$ cat src/rtl/pwm_capture.sv
// pwm_capture: measures an asynchronous PWM input and recovers its high time,
// period and duty in generator units, flagging inputs stuck at either level.
module pwm_capture #(
    parameter int CNT_W   = 8,
    parameter int MEAS_W  = 10,
    parameter int TIMEOUT = 1023
) (
    input  logic              clk,
    input  logic              rst_n,
    input  logic              pwm_in,
    output logic [CNT_W-1:0]  duty,
    output logic [MEAS_W-1:0] high_time,
    output logic [MEAS_W-1:0] period,
    output logic              valid,
    output logic              locked,
    output logic              stuck
);
    typedef enum logic [1:0] {
        IDLE  = 2'd0,
        FIRST = 2'd1,
        RUN   = 2'd2
    } state_t;

    localparam logic [MEAS_W-1:0] TIMEOUT_CNT = MEAS_W'(TIMEOUT);
    localparam logic [MEAS_W-1:0] NOMINAL_CNT = MEAS_W'(2 ** CNT_W);

    state_t            state;
    state_t            state_nxt;
    logic              s1;
    logic              s2;
    logic              s3;
    logic              rise;
    logic              level;
    logic              timeout;
    logic              latch_run;
    logic              stuck_act;
    logic [MEAS_W-1:0] per_cnt;
    logic [MEAS_W-1:0] hi_cnt;

    function automatic logic [MEAS_W-1:0] sat_inc(input logic [MEAS_W-1:0] v);
        return (&v) ? v : v + MEAS_W'(1);
    endfunction

    // Synchroniser: s1/s2 resolve metastability, s3 is s2 delayed for edge detect
    always_ff @(posedge clk or negedge rst_n) begin
        if (!rst_n) begin
            s1 <= 1'b0;
            s2 <= 1'b0;
            s3 <= 1'b0;
        end else begin
            s1 <= pwm_in;
            s2 <= s1;
            s3 <= s2;
        end
    end

    assign rise    = s2 & ~s3;
    assign level   = s2;
    assign timeout = (per_cnt == TIMEOUT_CNT) && !rise;

    always_ff @(posedge clk or negedge rst_n) begin
        if (!rst_n) begin
            state <= IDLE;
        end else begin
            state <= state_nxt;
        end
    end

    always_comb begin
        state_nxt = state;
        case (state)
            IDLE: begin
                if (rise) state_nxt = FIRST;
            end
            FIRST, RUN: begin
                if (rise)         state_nxt = RUN;
                else if (timeout) state_nxt = IDLE;
            end
            default: state_nxt = IDLE;
        endcase
    end

    always_comb begin
        latch_run = (state == RUN) && rise;
        stuck_act = (state != IDLE) && timeout;
    end

    // The rise cycle is cycle 1 of the new period; counters rest at 0 while idle
    always_ff @(posedge clk or negedge rst_n) begin
        if (!rst_n) begin
            per_cnt <= '0;
            hi_cnt  <= '0;
        end else if (rise) begin
            per_cnt <= MEAS_W'(1);
            hi_cnt  <= MEAS_W'(1);
        end else if (state_nxt == IDLE) begin
            per_cnt <= '0;
            hi_cnt  <= '0;
        end else begin
            per_cnt <= sat_inc(per_cnt);
            if (level) hi_cnt <= sat_inc(hi_cnt);
        end
    end

    always_ff @(posedge clk or negedge rst_n) begin
        if (!rst_n) begin
            duty      <= '0;
            high_time <= '0;
            period    <= '0;
            valid     <= 1'b0;
            locked    <= 1'b0;
            stuck     <= 1'b0;
        end else begin
            valid <= 1'b0;
            if (latch_run) begin
                period    <= per_cnt;
                high_time <= hi_cnt;
                duty      <= hi_cnt[CNT_W-1:0];
                locked    <= (per_cnt == NOMINAL_CNT);
                stuck     <= 1'b0;
                valid     <= 1'b1;
            end else if (stuck_act) begin
                // A stuck-high input reports full scale rather than the saturated count
                period <= '0;
                locked <= 1'b0;
                stuck  <= 1'b1;
                valid  <= 1'b1;
                if (level) begin
                    high_time <= TIMEOUT_CNT;
                    duty      <= '1;
                end else begin
                    high_time <= '0;
                    duty      <= '0;
                end
            end
        end
    end

endmodule

$ cat config.mk
export PLATFORM = sky130hd
export DESIGN_NAME = pwm_capture
export DESIGN_NICKNAME = d
export VERILOG_FILES = /design/src/rtl/pwm_capture.sv
export SDC_FILE = /design/constraint.sdc
export NUM_CORES = 1
export LEC_CHECK = 0
export CAP_MARGIN = 20
export CORE_MARGIN = 1.5
export CORE_UTILIZATION = 38
export DETAILED_ROUTE_END_ITERATION = 7
export PLACE_DENSITY = 0.67
export SLEW_MARGIN = 20
export SYNTH_ARGS = -nofsm -noshare
export SYNTH_HDL_FRONTEND = slang
export SYNTH_SLANG_ARGS = --single-unit
$ cat constraint.sdc
create_clock -name clk -period 5.5 [get_ports clk]
set_clock_uncertainty 0.2 [all_clocks]
set_input_delay 0.825 -clock clk [delete_from_list [all_inputs] [get_ports clk]]
set_output_delay 0.825 -clock clk [all_outputs]
set_load 0.02 [all_outputs]
==> impl_metrics.toml, run 1 <==
[status]
outcome = "finished clean"

[setup_path]
crit_slowest_cell = "dfrtp_1"
path_buf_inv = 1
required_ns = 5.53
reg2reg_depth = 5
critical_path_arrival_ns = 2.63
cp_top_family = "flip-flops"
max_stage_delay_ns = 0.96
crit_chain = "nor2b_4 -> and2_1 -> a21oi_1 -> inv_1 -> o21ai_0"
path_max_fanout = 23
reg2reg_slack_ns = 2.90
cp-end-kind = "flop"
startpoint_type = "flop"
r2r_end = "locked"
r2r_start = "s3"
worstSetupPathType = "reg -> reg"

[power_and_ir_drop]
netSwitchingPower_w = 0.000429
internal-power_w = 0.000755
power_frac_comb_pct = 38.1
power_w = 0.00118
clock_power_share_pct = 21.8
leakagePower_nw = 1.22
ir_drop_uv = 210
p_seq_share_pct = 40.1
power_density_nw_per_um2 = 392
swShare_pct = 36.3

[clock_tree]
worstSkewPairLatency_ns = 0.30
clkSinkCount = 48
cts-root-buf = "clkbuf_8"
cts.path.max_buffers = 2
cts_max_level = 2
cts-buffers-inserted = 5
clkTransAtPathRegs_ns = 0.09
cts_tree = "yes"
cts_resized = 0
ctsHoldBuffers = 0
cts_setup_buffers = 0

[synth]
synth_top_family_by_area = "compound AO/OA/AOI/OAI gates"
synth_edf_count = 0
synth_commonest_cells = "dfrtp_1 (48), nor2_1 (20), inv_1 (17)"
netlist_top_cells_area = "dfrtp_1 (46%), a311oi_2 (5.7%), a21oi_2 (3.4%)"
synth_compound_area_share_pct = 25.0
avgSynthCellArea_um2 = 10.4
synth_warnings = 0
ys.flop_type = "dfrtp_1"
synth.most_common_cell = "dfrtp_1"
synthMuxAreaShare_pct = 1.15
async_reset_ff_share_pct = 100
syn_inst = 252
ys_types = 45
synthesis.nets = 261
synth_xor_area_share_pct = 1.01
synthAdderAreaFrac_pct = 2.87
synth_top_cell_area_share_pct = 46.0
synthesis.area_um2 = 2610
ys_ff_latch = 48
synth_seq_area_share_pct = 46.0
yosys.area_share.simple_pct = 16.5
yosysTopAreaCell = "dfrtp_1"

[worst_hold_path]
hp-class = "reg -> reg"
holdPathStages = 0
hold_start = "s1"
holdPathEnd = "level"

[floorplanning]
core_area_um2 = 6720
die_area_um2 = 7380
dieHeight_um = 85.9
die_w_um = 85.9
io_pins = 34
rows = 30
start_util_pct = 38.9

[detailed_routing]
ant_nets = 0
drc = 0
wl_per_cell_um = 15.4
vias = 1997
first_iter_violations = 81
drtPass1Iterations = 5
routed_via_density = 5.67
routed_wl_um = 5420

[cells_and_area]
num_antenna_cells = 0
drive_gt1_share_pct = 14.0
layout.nets = 280
syn2layout_area_growth_pct = 15.5

[grt]
grt_pass1_vias = 1923
grt_pass1_wl_um = 9320
antenna_found_initial = 0
grt_overflow = 0
grt_util_all_layers_pct = 15.9
grt_start_max_net_pins = 49

[timing]
period_needed_ns = 2.60
maxSlewViolCount = 0
clock.fmax_ghz = 0.385
slew_headroom_pct = 38.3
fin_crit_sh_pct = 47.2
rsz0062_at_grt = "false"
setup_viol = 0
setup-tns-final_ns = 0
hold_viol = 0
tightest_slew_ns = 0.926

[placement]
hpwlAfterDp_um = 3630
io_buffers = 33
gp_congestion = 0.823

[job]
cap_violations = 0
## power by group through the flow
stage | clock network, W | logic [W] | registers (W)
6_report | 0.000258 | 0.000451 | 0.000475
5_1_grt | 0.000278 | 0.000493 | 0.000487
3_3_place_gp | 0 | 0.000444 | 0.000480
3_5_place_dp | 0 | 0.000453 | 0.000482
2_1_floorplan | 0 | 0.000307 | 0.000498
4_1_cts | 0.000262 | 0.000455 | 0.000475
## routing by layer
layer | vias to the layer above | wire [um] | GRT usage (%)
met5 | - | 0 | 0
met4 | 0 | 62 | 4.40
met3 | 7 | 184 | 3.08
met2 | 39 | 2550 | 26.1
met1 | 981 | 2630 | 21.6
li1 | 970 | - | -
## flip-flops by register name (all words and copies together) (netlist names), 2 cells and up
name       cells
period        10
high_time      3
duty           7
state          2
per_cnt       10
hi_cnt        10
## how the worst max path moves through the flow
| stage | startpoint | to | slack (ns) | depth (start not counted) |
|---|---|---|---|---|
| after CTS | s3 | locked | 2.91 | 5 |
| after global placement | s3 | locked | 2.91 | 5 |
| after detailed placement | s3 | locked | 2.92 | 5 |
| after floorplan | state[1] | duty[0] | 3.42 | 7 |
| final | s3 | locked | 2.90 | 5 |
| after global routing | s3 | locked | 2.64 | 5 |
## area by class of cell
| cell class | count | area, um2 |
|---|---|---|
| inverters | 17 | 63.8 |
| clock buffers | 6 | 72.6 |
| well taps | 80 | 100 |
| repair buffers | 33 | 328 |
| fillers | 631 | 3700 |
| clock inverters | 2 | 35.0 |
| multi-input cells | 166 | 1220 |
| flip-flops and latches | 48 | 1200 |
## layout by cell type (no fill, tap or decap), types with 4 or more instances in the layout
master	n
dfrtp_1	48
clkdlybuf4s50_1	32
nor2_1	20
inv_1	17
a21oi_1	11
nand3_1	10
nand2_1	10
o22a_1	10
a21oi_2	10
a311oi_2	10
a22o_1	10
o21ai_0	7
a31oi_1	6
nor3_1	6
ha_1	6
nand4_1	5
clkbuf_8	5
a211oi_1	4
or3_1	4
## through the flow
stage	setup WS [ns]	hold WS [ns]	cell area, um2	utilization [%]	instances
floorplan	3.42	0.131	2610	-	252
global placement	2.91	0.161	2910	43.3	344
detailed placement	2.92	0.165	2910	43.3	344
CTS	2.91	0.192	3010	44.9	352
global route	2.64	0.192	3020	44.9	352
finish	2.90	0.178	3020	44.9	352
## kinds of logic (layout without fill, tap and decap cells)
kind of cell               after synthesis  count (layout)
AOI/OAI and AO/OA                       77              77
adders and majority gates                6               6
muxes                                    3               3
and+or+nand+nor                         77              77
DFF                                     48              48
xor gates and xnor gates                 3               3
buffers and inverters                   38              58
Power figures use the tool's default switching activity.
==> run 2: changes to the inputs <==
--- a/config.mk
+++ b/config.mk
@@ -9,7 +9,7 @@
 export CORE_MARGIN = 1.5
 export CORE_UTILIZATION = 38
 export DETAILED_ROUTE_END_ITERATION = 7
-export PLACE_DENSITY = 0.67
+export PLACE_DENSITY = 0.69
 export SLEW_MARGIN = 20
 export SYNTH_ARGS = -nofsm -noshare
 export SYNTH_HDL_FRONTEND = slang
==> constraint.sdc (replaced) <==
create_clock -name clk -period 2.31 [get_ports clk]
set_clock_uncertainty 0.2 [all_clocks]
set_input_delay 0.3465 -clock clk [delete_from_list [all_inputs] [get_ports clk]]
set_output_delay 0.3465 -clock clk [all_outputs]
set_load 0.02 [all_outputs]
==> run 2 against run 1 <==
- cell area is 5.0% higher
- sequential share of layout area is 1.9 points lower
- count of clock-buffer cells in the layout is 1 lower
- die area stayed put
- routed wire length is 0.42% higher
- via count is 3.2% higher
- global-route usage is 0.55 points higher
- first-iteration DRC count is 9.9% higher
- sequential power is 130% higher
- flip-flop and latch count stayed put
- combinational power grew to 2.6 times the previous value
- maximum frequency is 20% higher
- largest cell class unchanged
==> impl_metrics.toml, run 2 (same netlist as run 1, synthesis figures left out) <==
[power_and_ir_drop]
leakagePower_nw = 1.29
power_density_nw_per_um2 = 940
power_w = 0.00298
ir_drop_uv = 656

[setup_path]
critical_path_arrival_ns = 2.19
worstSetupPathType = "reg -> reg"
cp-end-kind = "flop"
reg2reg_depth = 6
startpoint_type = "flop"
path_max_fanout = 13
worstSetupStartpoint = "state[1]"
r2r_end = "hi_cnt[7]"
reg2reg_slack_ns = 0.15
r2r_start = "state[1]"
required_ns = 2.34

[timing]
period_needed_ns = 2.16
worst_slack_ns = 0.151
hold_viol = 0
maxSlewViolCount = 0
setup-tns-final_ns = 0
slew_headroom_pct = 59.8
tightest_slew_ns = 0.603
rsz0062_at_grt = "false"
fin_crit_sh_pct = 93.5
setup_viol = 0
clock.fmax_ghz = 0.463

[clock_tree]
cts.path.max_buffers = 2
clkSinkCount = 48
cts_max_level = 2
worstSkewPairLatency_ns = 0.31
cts-buffers-inserted = 5
clkTransAtPathRegs_ns = 0.09
cts_tree = "yes"
cts_setup_buffers = 0
cts-root-buf = "clkbuf_8"

[detailed_routing]
drtPass1Iterations = 4
ant_nets = 0
drc = 0
wl_per_cell_um = 14.9
vias = 2060
first_iter_violations = 89
routed_wl_um = 5440
routed_via_density = 5.64

[grt]
grt_pass1_wl_um = 9720
use_met2_pct = 25.7
met3_usage_pct = 3.08
grt_overflow = 0
grt_util_all_layers_pct = 16.4
antenna_found_initial = 0
grt.busiest_layer = "met2"
grt.met1_usage_pct = 22.4
grt_pass1_vias = 2083
grt_start_max_net_pins = 26

[placement]
pre_cts_slack_ns = 0.0638
gp_congestion = 0.807
hpwlAfterDp_um = 3760
place_area_um2 = 3020
io_buffers = 33

[worst_hold_path]
hold_start = "s1"
holdPathEnd = "level"
holdPathStages = 0
hp-class = "reg -> reg"

[cells_and_area]
n_fill_cell = 613
fin_util_pct = 47.2
reg_top3 = "hi_cnt (10), per_cnt (10), period (10)"
drive_gt1_share_pct = 19.3
mostFrequentLayoutCells = "dfrtp_1 (47), clkdlybuf4s50_1 (32), nor2_1 (20), inv_1 (17), buf_4 (12)"
final_common_cell = "dfrtp_1"
num_antenna_cells = 0
design_area_um2 = 3170
syn2layout_area_growth_pct = 21.3
layout.nets = 294

[floorplanning]
die_w_um = 85.9
die_area_um2 = 7380
start_util_pct = 38.9
io_pins = 34
rows = 30
dieHeight_um = 85.9
core_area_um2 = 6720

[job]
cap_violations = 0

[status]
outcome = "finished clean"
[run 2: how the worst max path moves through the flow]
stage | cells past startpoint | slack [ns] | to
3_3_place_gp | 7 | 0.16 | locked
6_report | 6 | 0.15 | hi_cnt[7]
4_1_cts | 7 | 0.07 | locked
3_5_place_dp | 7 | 0.06 | locked
5_1_grt | 6 | 0.04 | period[3]
2_1_floorplan | 7 | 0.23 | duty[0]
[run 2: timing repair]
action / CTS / global route
setup endpoints to repair: 0 / 15
hold buffers: 1 / 0
hold endpoints to repair: 24 / 0
resized for setup: 0 / 4
[run 2: worst max-delay path, cell delays in order (launching register included)]
cell	delay, ns
dfrtp_2	0.42
inv_1	0.06
ha_2	0.35
nor2_1	0.06
or4_4	0.53
nand2b_4	0.25
nor3_1	0.21
[run 2: power by group]
group	switching [W]	total (W)	internal, W	leakage (nW)
clock network	0.000289	0.000716	0.000426	0.0642
logic	0.000595	0.00116	0.000567	0.588
registers	0.000137	0.00110	0.000963	0.641
[run 2: layout make-up]
| cell class | count | area [um2] | area share [%] |
|---|---|---|---|
| multi-input combinational | 166 | 1230 | 38.7 |
| clock inverter | 2 | 60.1 | 1.90 |
| clock buffer | 5 | 68.8 | 2.17 |
| inverter | 17 | 63.8 | 2.01 |
| tap | 80 | 100 | 3.16 |
| timing repair buffer | 47 | 445 | 14.1 |
| sequential | 48 | 1200 | 38.0 |
[run 2: stage by stage]
stage / instances / hold slack [ns]
after global placement: 357 / 0.137
after CTS: 365 / 0.158
final: 365 / 0.155
after detailed placement: 357 / 0.138
after floorplan: 252 / -0.149
after global routing: 365 / 0.168
[run 2: layer usage]
layer	up-vias	routed length, um
met1	1013	2650
met5	-	0
met2	43	2470
met4	0	142
met3	13	185
li1	991	-
